==> src/rtl/gps_correlator_bank.sv <==
// gps_correlator_bank
//   Multi-tap integrate-and-dump correlator for one GPS tracking channel.
//   Each of N_TAPS replica taps wipes its code chip off the carrier-stripped
//   I/Q samples and accumulates the result, with saturation, over integ_len
//   code epochs. Each period's result set is presented through a
//   valid/ready handshake to the discriminator stage.
//
// Ports
//   clk, rst        system clock, synchronous active-high reset
//   enable          channel enable; low clears accumulators and returns to IDLE
//   sample_valid    qualifies sample_i / sample_q / code_chips / epoch
//   sample_i/_q     signed baseband samples, W_IN bits
//   code_chips      replica chip per tap (1 = +1, 0 = -1), tap 0 earliest
//   epoch           first sample of a new code period
//   integ_len       epochs per integration (0 behaves as 1)
//   out_valid       dump result available; out_ready accepts it
//   out_i/out_q     packed signed sums, tap k at [k*ACC_W +: ACC_W]
//   out_sat         an accumulator clamped during the dumped period
//   out_overrun     sticky: a dump overwrote an unaccepted result
module gps_correlator_bank #(
  parameter int W_IN   = 16,
  parameter int ACC_W  = 32,
  parameter int N_TAPS = 3,
  parameter int CNT_W  = 8
) (
  input  logic                     clk,
  input  logic                     rst,
  input  logic                     enable,
  input  logic                     sample_valid,
  input  logic [W_IN-1:0]          sample_i,
  input  logic [W_IN-1:0]          sample_q,
  input  logic [N_TAPS-1:0]        code_chips,
  input  logic                     epoch,
  input  logic [CNT_W-1:0]         integ_len,
  output logic                     out_valid,
  input  logic                     out_ready,
  output logic [N_TAPS*ACC_W-1:0]  out_i,
  output logic [N_TAPS*ACC_W-1:0]  out_q,
  output logic                     out_sat,
  output logic                     out_overrun
);

  typedef enum logic {S_IDLE, S_ACCUM} state_t;

  // Code wipe-off. The sample is widened by one bit first so negating the
  // most-negative value cannot wrap.
  function automatic logic signed [W_IN:0] wipe(input logic [W_IN-1:0] s,
                                                input logic chip);
    logic signed [W_IN:0] ext;
    ext = $signed({s[W_IN-1], s});
    return chip ? ext : -ext;
  endfunction

  // Clamp a one-bit-wider sum back into the accumulator range.
  function automatic logic signed [ACC_W-1:0] clamp(input logic signed [ACC_W:0] s);
    if (s[ACC_W] != s[ACC_W-1])
      return s[ACC_W] ? {1'b1, {(ACC_W-1){1'b0}}} : {1'b0, {(ACC_W-1){1'b1}}};
    return s[ACC_W-1:0];
  endfunction

  state_t                   r_state;
  logic [CNT_W-1:0]         r_cnt;
  logic                     r_sat;
  logic signed [ACC_W-1:0]  r_acc_i [N_TAPS];
  logic signed [ACC_W-1:0]  r_acc_q [N_TAPS];
  logic                     r_out_valid;
  logic [N_TAPS*ACC_W-1:0]  r_out_i;
  logic [N_TAPS*ACC_W-1:0]  r_out_q;
  logic                     r_out_sat;
  logic                     r_overrun;

  logic signed [W_IN:0]     w_prod_i [N_TAPS];
  logic signed [W_IN:0]     w_prod_q [N_TAPS];
  logic signed [ACC_W:0]    w_pext_i [N_TAPS];
  logic signed [ACC_W:0]    w_pext_q [N_TAPS];
  logic signed [ACC_W:0]    w_sum_i  [N_TAPS];
  logic signed [ACC_W:0]    w_sum_q  [N_TAPS];
  logic [N_TAPS-1:0]        w_ovf_i;
  logic [N_TAPS-1:0]        w_ovf_q;
  logic [CNT_W-1:0]         w_last_cnt;
  logic                     w_dump;

  // Products and one-bit-wider sums; a sum overflows ACC_W when its top two
  // bits differ.
  always_comb begin
    for (int k = 0; k < N_TAPS; k++) begin
      w_prod_i[k] = wipe(sample_i, code_chips[k]);
      w_prod_q[k] = wipe(sample_q, code_chips[k]);
      w_pext_i[k] = $signed({{(ACC_W-W_IN){w_prod_i[k][W_IN]}}, w_prod_i[k]});
      w_pext_q[k] = $signed({{(ACC_W-W_IN){w_prod_q[k][W_IN]}}, w_prod_q[k]});
      w_sum_i[k]  = $signed({r_acc_i[k][ACC_W-1], r_acc_i[k]}) + w_pext_i[k];
      w_sum_q[k]  = $signed({r_acc_q[k][ACC_W-1], r_acc_q[k]}) + w_pext_q[k];
      w_ovf_i[k]  = w_sum_i[k][ACC_W] ^ w_sum_i[k][ACC_W-1];
      w_ovf_q[k]  = w_sum_q[k][ACC_W] ^ w_sum_q[k][ACC_W-1];
    end
  end

  assign w_last_cnt = (integ_len == '0) ? '0 : integ_len - CNT_W'(1);
  assign w_dump     = enable & sample_valid & epoch & (r_state == S_ACCUM) &
                      (r_cnt == w_last_cnt);

  always_ff @(posedge clk) begin
    if (rst) begin
      r_state     <= S_IDLE;
      r_cnt       <= '0;
      r_sat       <= 1'b0;
      r_out_valid <= 1'b0;
      r_out_i     <= '0;
      r_out_q     <= '0;
      r_out_sat   <= 1'b0;
      r_overrun   <= 1'b0;
      for (int k = 0; k < N_TAPS; k++) begin
        r_acc_i[k] <= '0;
        r_acc_q[k] <= '0;
      end
    end else begin
      // Accepted result retires; a dump below on this same cycle overrides.
      if (r_out_valid && out_ready)
        r_out_valid <= 1'b0;

      if (!enable) begin
        r_state <= S_IDLE;
        r_cnt   <= '0;
        r_sat   <= 1'b0;
        for (int k = 0; k < N_TAPS; k++) begin
          r_acc_i[k] <= '0;
          r_acc_q[k] <= '0;
        end
      end else if (sample_valid) begin
        case (r_state)
          S_IDLE: begin
            if (epoch) begin
              // Arming epoch is the first sample of the period; a single
              // product always fits ACC_W, so no clamp and no sat here.
              r_state <= S_ACCUM;
              r_cnt   <= '0;
              r_sat   <= 1'b0;
              for (int k = 0; k < N_TAPS; k++) begin
                r_acc_i[k] <= w_pext_i[k][ACC_W-1:0];
                r_acc_q[k] <= w_pext_q[k][ACC_W-1:0];
              end
            end
          end
          S_ACCUM: begin
            if (w_dump) begin
              for (int k = 0; k < N_TAPS; k++) begin
                r_out_i[k*ACC_W +: ACC_W] <= r_acc_i[k];
                r_out_q[k*ACC_W +: ACC_W] <= r_acc_q[k];
                r_acc_i[k] <= w_pext_i[k][ACC_W-1:0];
                r_acc_q[k] <= w_pext_q[k][ACC_W-1:0];
              end
              r_out_sat   <= r_sat;
              r_out_valid <= 1'b1;
              if (r_out_valid && !out_ready)
                r_overrun <= 1'b1;
              r_sat <= 1'b0;
              r_cnt <= '0;
            end else begin
              for (int k = 0; k < N_TAPS; k++) begin
                r_acc_i[k] <= clamp(w_sum_i[k]);
                r_acc_q[k] <= clamp(w_sum_q[k]);
              end
              r_sat <= r_sat | (|w_ovf_i) | (|w_ovf_q);
              if (epoch)
                r_cnt <= r_cnt + CNT_W'(1);
            end
          end
          default: r_state <= S_IDLE;
        endcase
      end
    end
  end

  assign out_valid   = r_out_valid;
  assign out_i       = r_out_i;
  assign out_q       = r_out_q;
  assign out_sat     = r_out_sat;
  assign out_overrun = r_overrun;

endmodule

==> config.mk <==
export PLATFORM = sky130hd
export DESIGN_NAME = gps_correlator_bank
export DESIGN_NICKNAME = d
export VERILOG_FILES = /design/src/rtl/gps_correlator_bank.sv
export SDC_FILE = /design/constraint.sdc
export NUM_CORES = 1
export LEC_CHECK = 0
export CAP_MARGIN = 20
export CORE_AREA = 2 2 262 264
export CTS_CLUSTER_SIZE = 30
export DETAILED_ROUTE_END_ITERATION = 10
export DIE_AREA = 0 0 264 266
export HOLD_SLACK_MARGIN = 0.02
export RECOVER_POWER = 25
export SETUP_SLACK_MARGIN = 0.3
export SLEW_MARGIN = 20
export SYNTH_ARGS = -nofsm -noshare
export SYNTH_HDL_FRONTEND = slang
export SYNTH_SLANG_ARGS = --single-unit
==> constraint.sdc <==
create_clock -name clk -period 6.4 [get_ports clk]
set_clock_uncertainty 0.05 [all_clocks]
set_input_delay 0.64 -clock clk [delete_from_list [all_inputs] [get_ports clk]]
set_output_delay 0.64 -clock clk [all_outputs]
set_load 0.005 [all_outputs]
==> run metrics, run 1 <==
post-layout util=48.1%; hpwl dp=58900 um; r2r worst-path depth=15; buffers added on ports=243; fmax=174 MHz; post-route ant nets=0; Antenna Cells=0; clock buffer depth=3; vias=23800; YS warnings=0; io pins=244; Slew @ Worst Pin=3.24 ns; FFs w/ async S/R, synth=0%; endpoint type of the worst setup path=flip-flop; RSZ-0062 raised after global routing=no; die area=70200 um^2; Netlist Area Pre-Place=26700 um^2; hold depth=2; register area=9870 um^2; most frequent cell after synthesis=nand2_1; Period minus WS final=5.75 ns; multi-input logic area=16000 um^2; Post-synth top cells=nand2_1 (600), a21oi_1 (414), o21ai_0 (230); Max stage delay on crit path=0.48 ns; Die Ht=266 um; Max-Cap Viols=1; flops & latches, synth=397; Synth top area share=21.6%; Synthesized Nets=3426; Synth cell types=92; final setup fails=0; crit path launch type=primary input; leading area contributor after synthesis=edfxtp_1; nets=3722; CORE AREA=67700 um^2; failing checks=max-capacitance violations, max-slew violations; EDFF count, synth=192; sequential cell area fraction in the yosys report=37.0%; via density per instance=5.43; CP Data Arrival Time=6.01 ns; htree depth=2; initial core utilization=39.4%; period utilization=89.8%; first-pass GRT wire length=125000 um; Hold Crit Class=flip-flop to flip-flop; reg2reg setup slack=1.97 ns; Die W=264 um; row count=96; Hold-fix buffers, CTS=0; worst hold slack=0.396 ns; filler cell count=6676; Critical-path top delay cell=clkdlybuf4s50_1; worst r2r src=r_acc_i[0][0]$_DFFE_PP_; Clock Sinks=397; CTS Root Cell=clkbuf_16; maximum vdd drop=211 uV; Synth area leaders=edfxtp_1 (22%), dfxtp_1 (15%), ha_1 (9.8%), nand2_1 (8.4%), a21oi_1 (7.8%); Layout area overhead=22.1%; Num CTS Buffers=47; Pwr Density=231 nW/um^2; Slew HR=-116%; setup bufs post-CTS=0; WL/cell=18.2 um; grt total ovfl=0; Final Max Slew Viols=70; clock slew at reported path FFs=0.06 ns; final hold violation count=0; number of global-route vias before repair=22600; status=complete, but fails checks; DRC=0; WL final=79700 um; share of cells above drive strength 1=9.52%; Worst-Skew Late Latency=0.59 ns; largest net degree at the start of global routing=151; initial antenna violation count=7; leakage power=0.0138 uW; FF-to-FF End=r_acc_i[0][25]$_DFFE_PP_; min-delay src=out_q[71]$_SDFFE_PP0P_; CTS tree=built; GPL Wtd Cong=0.901; Syn Area/Cell=8.43 um^2; WP data required=6.66 ns; synthesized instance count=3163; critical path class=primary input to flip-flop; Max FO, Critical Path=14; top_reg_cell synth=dfxtp_1; Initial DRC Count=1446; hold path endpoint=out_q[71]$_SDFFE_PP0P_; Initial DRT Pass Iterations=5; gr usage total=22.0%
-- how the worst max path moves through the flow --
| stage | startpoint | to | slack, ns | depth (start not counted) |
|---|---|---|---|---|
| 2_1_floorplan | sample_i[2] | r_acc_i[0][53]$_DFFE_PP_ | 0.30 | 29 |
| 3_3_place_gp | sample_i[8] | r_acc_i[0][32]$_DFFE_PP_ | 0.05 | 26 |
| 3_5_place_dp | sample_i[0] | r_acc_i[0][46]$_DFFE_PP_ | -0.05 | 28 |
| 4_1_cts | sample_i[8] | r_acc_i[0][32]$_DFFE_PP_ | 0.54 | 26 |
| 5_1_grt | sample_i[6] | r_acc_i[0][34]$_DFFE_PP_ | 0.29 | 25 |
| 6_report | sample_q[0] | r_acc_q[0][55]$_DFFE_PP_ | 0.65 | 27 |
-- metal layers --
metal  global-route usage, %  vias to the layer above  share of wire [%]
met5                       0                        -              0.093
met4                    5.67                       12                2.3
li1                        -                    11900                  -
met2                    34.7                      571                 44
met1                    30.9                    11200                 47
met3                    4.09                      105                6.0
-- worst max-delay path: cells and delay by family --
family | cells | cell delay, ns
AOI/OAI and AO/OA | 10 | 1.99
xor gates and xnor gates | 1 | 0.13
adders and majority gates | 3 | 0.79
buffers and inverters | 5 | 1.03
and+or+nand+nor | 8 | 1.41
-- sequential cells by signal (all words and copies together), names as in the netlist --
signal,flops
r_sat,1
out_q,96
r_cnt,8
out_i,96
r_acc_i,96
out_valid,1
out_sat,1
r_acc_q,96
out_overrun,1
r_state,1
-- stage by stage --
step,area (um^2),cells,power (uW),TNS (ns),setup WS (ns)
after floorplan,26700,3163,4200,0,0.303
after global placement,30900,4292,4750,0,0.0545
after detailed placement,30900,4292,4750,-0.396,-0.0532
after CTS,32500,4379,7570,0,0.544
after global routing,32600,4379,7900,0,0.291
final,32600,4379,7520,0,0.651
-- report_power, final --
part | internal (uW) | leakage, uW | switching (uW)
Sequential | 2750 | 0.00383 | 66.5
Combinational | 791 | 0.00920 | 1130
Clock | 1620 | 0.000810 | 1160
Total | 5160 | 0.0138 | 2360
-- what timing repair did --
item                                   in CTS  in global routing
setup endpoints to repair                   0                 85
endpoints found under the hold margin       0                  0
gates resized for setup                     0                 20
-- cell type report --
type	count	share of cell area [%]
flip-flops and latches	397	30.3
repair buffers	408	11.6
clock buffers	60	4.37
clock inverters	27	0.553
inverters	55	0.634
well taps	882	3.39
multi-input cells	2550	49.2
-- cell families (layout without fill, tap and decap cells) --
kind of cell | count (synthesis) | count (layout) | synth area share, %
fa+ha+maj | 215 | 215 | 10.2
compound gates | 1009 | 1009 | 23.0
buf+inv | 216 | 550 | 3.36
flops | 397 | 397 | 37.0
xor+xnor | 265 | 265 | 8.76
simple gates | 1054 | 1054 | 17.3
mux | 7 | 7 | 0.291
-- cell usage in the layout (no fill, tap or decap), drive strengths merged, types with 25 or more instances in the layout --
cell | netlist | layout
and3 | 27 | 27
dfxtp | 205 | 205
ha | 208 | 208
nand3 | 25 | 25
clkdlybuf4s50 | 0 | 45
a31oi | 28 | 28
nor3 | 39 | 39
o211ai | 28 | 28
nor2b | 27 | 27
a21oi | 417 | 417
nor2 | 225 | 225
inv | 54 | 64
buf | 44 | 166
a21o | 87 | 87
o21ai | 255 | 255
edfxtp | 192 | 192
xnor2 | 100 | 100
o21a | 39 | 39
dlygate4sd3 | 0 | 195
nand2 | 600 | 600
xor2 | 164 | 164
clkbuf | 117 | 60
Power figures use the tool's default switching activity.
==> run 2: changes to the inputs <==
GPL_ROUTABILITY_DRIVEN = 0   (was not set)
RECOVER_POWER = 100   (was 25)
SKIP_LAST_GASP = 1   (was not set)
==> run 2 against run 1 <==
- the run still ends with max-capacitance violations, max-slew violations left
- global-route usage grew 0.21 points
- combinational power barely moved
- sequential power is essentially flat
- utilization decreased by 0.26 points
- design area shrank 0.54%
- sequential share of layout area up 0.17 points
- fmax down 4.4%
- clock power about the same
- register-to-register slack lost 0.46 ns
- largest cell class unchanged
- highest routed layer unchanged
==> run metrics, run 2 (synthesized netlist as in run 1, its figures left out) <==
initial antenna violation count=6 (was 7); final setup fails=0 (unchanged); Critical-path top delay cell=o21ai_0 (was clkdlybuf4s50_1); Max stage delay on crit path=1.02 ns (was 0.48 ns); RSZ-0062 raised after global routing=yes (was no); nets=3719 (was 3722); CTS Root Cell=clkbuf_16 (unchanged); htree depth=2 (unchanged); Worst-Skew Late Latency=0.59 ns (about the same); WP data required=6.68 ns (was 6.66 ns); die area=70200 um^2 (unchanged); Period minus WS final=6.01 ns (was 5.75 ns); hpwl dp=59200 um (was 58900 um); post-route ant nets=0 (unchanged); Slew HR=-64.0% (was -116%); Clock Sinks=397 (unchanged); Final Max Slew Viols=399 (was 70); multi-input logic area=15900 um^2 (was 16000 um^2); maximum vdd drop=214 uV (was 211 uV); family with the most delay on the worst path=compound AO/OA/AOI/OAI gates (unchanged); crit path launch type=primary input (unchanged); initial core utilization=39.4% (unchanged); io pins=244 (unchanged); CORE AREA=67700 um^2 (unchanged); period utilization=93.9% (was 89.8%); largest net degree at the start of global routing=84 (was 151); CP bufs+invs=3 (was 5); leakage power=0.0138 uW (about the same); critical path class=primary input to flip-flop (unchanged); filler cell count=6668 (was 6676); placed cells=4288 (was 4292); Hold Crit Class=primary input to flip-flop (was flip-flop to flip-flop); Max FO, Critical Path=7 (was 14); Layout Cells excl Fill=4379 (unchanged); first-pass GRT wire length=126000 um (was 125000 um); Slew @ Worst Pin=2.45 ns (was 3.24 ns); DRC=0 (unchanged); fmax=166 MHz (was 174 MHz); Initial DRC Count=1462 (was 1446); vias=23800 (about the same); Initial DRT Pass Iterations=6 (was 5); register area=9870 um^2 (unchanged); worst setup margin=0.389 ns (was 0.651 ns); final non-filler cell area=32400 um^2 (was 32600 um^2); Pwr Density=232 nW/um^2 (was 231 nW/um^2); Die W=264 um (unchanged); worst hold slack=0.395 ns (was 0.396 ns); Place WS=-0.0515 ns (was -0.0532 ns); most common cell after layout, fill and taps aside=nand2_1 (unchanged); buffers added on ports=243 (unchanged); endpoint type of the worst setup path=flip-flop (unchanged); grt total ovfl=0 (unchanged); clock buffer depth=3 (unchanged); failing checks=max-capacitance violations, max-slew violations (unchanged); Max-Cap Viols=7 (was 1); CTS tree=built (unchanged); dpl cell area=30900 um^2 (about the same); WL final=80000 um (was 79700 um); status=complete, but fails checks (unchanged); Num CTS Buffers=47 (unchanged); share of cells above drive strength 1=8.33% (was 9.52%); Die Ht=266 um (unchanged); crit path cell chain=dlygate4sd3_1, nor2_1, nand2_1, or3_1, nor3_1, buf_4, a41o_1, o21ai_0, ha_1, nand4_1, o22ai_1, or3b_1, a221oi_1, o21ai_0, o311ai_1, nand2_1, nand2_1, clkbuf_1, o21ai_0; WL/cell=18.3 um (was 18.2 um); number of global-route vias before repair=22800 (was 22600); via density per instance=5.43 (about the same); CP Data Arrival Time=6.29 ns (was 6.01 ns); Hold-fix buffers, CTS=0 (unchanged); gr usage total=22.2% (was 22.0%); final hold violation count=0 (unchanged); clock slew at reported path FFs=0.06 ns (about the same); post-layout util=47.8% (was 48.1%); Layout area overhead=21.4% (was 22.1%); most frequent cells in the layout=nand2_1 (600), a21oi_1 (414), o21ai_0 (241) (was nand2_1 (599), a21oi_1 (414), o21ai_0 (228)); row count=96 (unchanged)
## run 2: layer usage
metal | track usage, % | wire length [um]
met4 | 5.67 | 1940
met3 | 3.65 | 4290
met1 | 31.5 | 38200
met2 | 35.1 | 35500
met5 | 0 | 43
## run 2: final timing paths
path | from | end | slack, ns | depth (start not counted)
max reg2reg | r_state$_SDFFE_PP0P_ | r_acc_i[0][70]$_DFFE_PP_ | 1.51 | 3
max | sample_i[2] | r_acc_i[0][67]$_DFFE_PP_ | 0.39 | 19
min | rst | out_i[47]$_SDFFE_PP0P_ | 0.40 | 2
min reg2reg | out_i[60]$_SDFFE_PP0P_ | out_i[60]$_SDFFE_PP0P_ | 0.40 | 2
## run 2: layout make-up
cell class | count | share of cell area (%)
Antenna cell | 2 | 0.0155
Clock buffer | 70 | 4.46
Clock inverter | 18 | 0.429
Inverter | 55 | 0.638
Multi-Input combinational cell | 2550 | 49.2
Sequential cell | 397 | 30.5
Tap cell | 882 | 3.41
Timing Repair Buffer | 405 | 11.4
## run 2: what timing repair did
| item | in CTS | in global routing |
|---|---|---|
| setup buffers | 0 | 1 |
| resized for setup | 0 | 14 |
| setup endpoints to repair | 0 | 74 |
| hold endpoints to repair | 0 | 0 |
## run 2: where the power goes
part	switching [uW]	internal [uW]
registers	67.8	2750
logic	1120	784
clock network	1170	1610
total	2350	5150
## run 2: per-stage QoR
step,total power [uW],setup TNS [ns]
floorplan,4200,0
global placement,4760,0
detailed placement,4750,-0.242
CTS,7560,0
global route,7870,0
finish,7500,0
==> run 3: changes to the inputs <==
CELL_PAD_IN_SITES_DETAIL_PLACEMENT = 0   (was not set)
CELL_PAD_IN_SITES_GLOBAL_PLACEMENT = 1   (was not set)
PLACE_DENSITY_LB_ADDON = 0.1   (was not set)
TNS_END_PERCENT = 10   (was not set)
==> run 3 against run 2 <==
- the flow still finishes with violations (max-capacitance violations, max-slew violations)
- sequential power barely moved
- clock-buffer cell count rose by 3
- power rose by 3.2%
- die area unchanged
- highest routed layer unchanged
- critical endpoint is now r_acc_q[0][19]$_DFFE_PP_
- utilization rose by 0.50 points
- design area grew 1.0%
==> run metrics, run 3 (synthesized netlist as in run 1, its figures left out) <==
clock buffer depth=3 (unchanged); maximum vdd drop=173 uV (was 214 uV); Pwr Density=237 nW/um^2 (was 232 nW/um^2); CTS tree=built (unchanged); CP Data Arrival Time=6.25 ns (was 6.29 ns); buffers added on ports=243 (unchanged); WP depth=24 (was 19); Layout area overhead=22.7% (was 21.4%); status=complete, but fails checks (unchanged); crit path launch type=primary input (unchanged); initial antenna violation count=2 (was 6); Max stage delay on crit path=0.47 ns (was 1.02 ns); period utilization=92.3% (was 93.9%); family with the most delay on the worst path=simple AND/OR/NAND/NOR gates (was compound AO/OA/AOI/OAI gates); CP bufs+invs=4 (was 3); DRC=0 (unchanged); vias=24000 (was 23800); WL final=83700 um (was 80000 um); failing checks=max-capacitance violations, max-slew violations (unchanged); r2r worst-path depth=3 (unchanged); Worst setup startpoint=sample_q[8] (was sample_i[2]); clock slew at reported path FFs=0.05 ns (was 0.06 ns); FF-to-FF End=r_acc_q[0][56]$_DFFE_PP_ (was r_acc_i[0][70]$_DFFE_PP_); most common cell after layout, fill and taps aside=nand2_1 (unchanged); Hold Crit Class=flip-flop to flip-flop (was primary input to flip-flop); share of cells above drive strength 1=9.36% (was 8.33%); worst r2r src=r_state$_SDFFE_PP0P_ (unchanged); RSZ-0062 raised after global routing=yes (unchanged); post-route ant nets=0 (unchanged); io pins=244 (unchanged); WL/cell=19.0 um (was 18.3 um); Initial DRC Count=1522 (was 1462); Die Ht=266 um (unchanged); Critical-path top delay cell=or3_1 (was o21ai_0); Crit path top cell by count=nor3b_2; placed cells=4305 (was 4288); Worst-Skew Late Latency=0.59 ns (about the same); Layout Cells excl Fill=4407 (was 4379); Power Total=7750 uW (was 7500 uW); Clock Sinks=397 (unchanged); via density per instance=5.45 (was 5.43); final hold violation count=0 (unchanged); fmax=169 MHz (was 166 MHz); htree depth=2 (unchanged); gr usage total=23.3% (was 22.2%); leakage power=0.0139 uW (was 0.0138 uW); most frequent cells in the layout=nand2_1 (599), a21oi_1 (415), o21ai_0 (235) (was nand2_1 (600), a21oi_1 (414), o21ai_0 (241)); Num CTS Buffers=50 (was 47); Critical Path End=r_acc_q[0][19]$_DFFE_PP_ (was r_acc_i[0][67]$_DFFE_PP_); Final Max Slew Viols=399 (unchanged); reg2reg setup slack=1.11 ns (was 1.51 ns); nets=3746 (was 3719); register area=9870 um^2 (unchanged); Max FO, Critical Path=8 (was 7); endpoint type of the worst setup path=flip-flop (unchanged); filler cell count=6655 (was 6668); WP data required=6.74 ns (was 6.68 ns); crit path cell chain=clkdlybuf4s50_1, or3_1, nor3_1, nor3b_2, nor3b_2, nor3b_2, nor2_1, xor2_1, buf_4, ha_1, and2_0, a221o_1, a31oi_1, o41a_1, a211o_1, o21ba_2, o21ba_1, xnor2_1, ha_1, inv_2, nor2_1, buf_4, a21oi_1, o21ai_0 (was dlygate4sd3_1, nor2_1, nand2_1, or3_1, nor3_1, buf_4, a41o_1, o21ai_0, ha_1, nand4_1, o22ai_1, or3b_1, a221oi_1, o21ai_0, o311ai_1, nand2_1, nand2_1, clkbuf_1, o21ai_0); grt total ovfl=0 (unchanged); multi-input logic area=15900 um^2 (about the same); initial core utilization=39.4% (unchanged); CTS Root Cell=clkbuf_16 (unchanged); Initial DRT Pass Iterations=5 (was 6); Slew @ Worst Pin=2.65 ns (was 2.45 ns); Slew HR=-77.3% (was -64.0%); Die W=264 um (unchanged); final setup fails=0 (unchanged); Period minus WS final=5.91 ns (was 6.01 ns); die area=70200 um^2 (unchanged); Max-Cap Viols=4 (was 7); CORE AREA=67700 um^2 (unchanged); largest net degree at the start of global routing=202 (was 84); hpwl dp=61800 um (was 59200 um); number of global-route vias before repair=23600 (was 22800); row count=96 (unchanged); critical path class=primary input to flip-flop (unchanged); first-pass GRT wire length=132000 um (was 126000 um)
[run 3: changes by cell type in the layout (fill, tap and decap cells not counted), moves of 4 or more]
cell / previous run / this run
clkbuf_1: 23 / 17
o21ai_1: 7 / 11
o21ai_0: 241 / 235
clkbuf_2: 8 / 3
clkbuf_16: 52 / 57
buf_4: 133 / 166
[run 3: worst min path at each step]
| stage | end | cells past startpoint | from | slack, ns |
|---|---|---|---|---|
| 3_3_place_gp | out_i[84]$_SDFFE_PP0P_ | 2 | out_i[84]$_SDFFE_PP0P_ | 0.39 |
| 4_1_cts | out_q[8]$_SDFFE_PP0P_ | 2 | rst | 0.39 |
| 6_report | out_q[15]$_SDFFE_PP0P_ | 2 | out_q[15]$_SDFFE_PP0P_ | 0.39 |
| 3_5_place_dp | out_q[58]$_SDFFE_PP0P_ | 2 | out_q[58]$_SDFFE_PP0P_ | 0.39 |
| 5_1_grt | out_q[8]$_SDFFE_PP0P_ | 2 | rst | 0.40 |
| 2_1_floorplan | out_sat$_SDFFE_PP0P_ | 2 | out_sat$_SDFFE_PP0P_ | 0.40 |
[run 3: worst reg2reg max path, delay by kind of cell, from the launching register on]
kind,cells,cell delay (ns)
flops,1,0.52
simple gates,1,1.91
compound gates,1,0.20
buf+inv,1,2.11
[run 3: final cells by class]
class	instances	share of cell area [%]
clock buffers	73	4.76
inverters	55	0.631
repair buffers	429	11.8
multi-input cells	2550	48.7
well taps	882	3.37
flip-flops and latches	397	30.2
clock inverters	20	0.539
diodes	1	0.00765
[run 3: what timing repair did]
action | 4_1_cts | 5_1_grt
hold buffers | 0 | 0
gates resized for setup | 0 | 21
setup endpoints to repair | 0 | 100
setup buffers | 0 | 8
[run 3: per-layer routing]
metal	global-route usage, %	vias to the layer above	part of all wire, %
met4	4.44	2	1.6
met1	32.9	11500	48
li1	-	11900	-
met5	0	-	0.016
met2	38.1	478	46
met3	3.29	77	4.5
[run 3: power breakdown]
group / leakage (uW) / switching (uW) / internal [uW]
registers: 0.00383 / 75.5 / 2750
logic: 0.00925 / 1150 / 806
clock network: 0.000867 / 1190 / 1780
total: 0.0139 / 2410 / 5340
[run 3: through the flow]
stage | setup TNS (ns) | setup WS, ns | utilization, % | cell area [um^2] | hold WS (ns)
finish | 0 | 0.491 | 48.3 | 32700 | 0.395
global route | 0 | 0.127 | 48.3 | 32700 | 0.402
CTS | 0 | 0.315 | 48.3 | 32700 | 0.391
detailed placement | -5.53 | -0.285 | 45.7 | 31000 | 0.393
global placement | -2.55 | -0.157 | 45.7 | 31000 | 0.389
floorplan | 0 | 0.303 | - | 26700 | 0.398
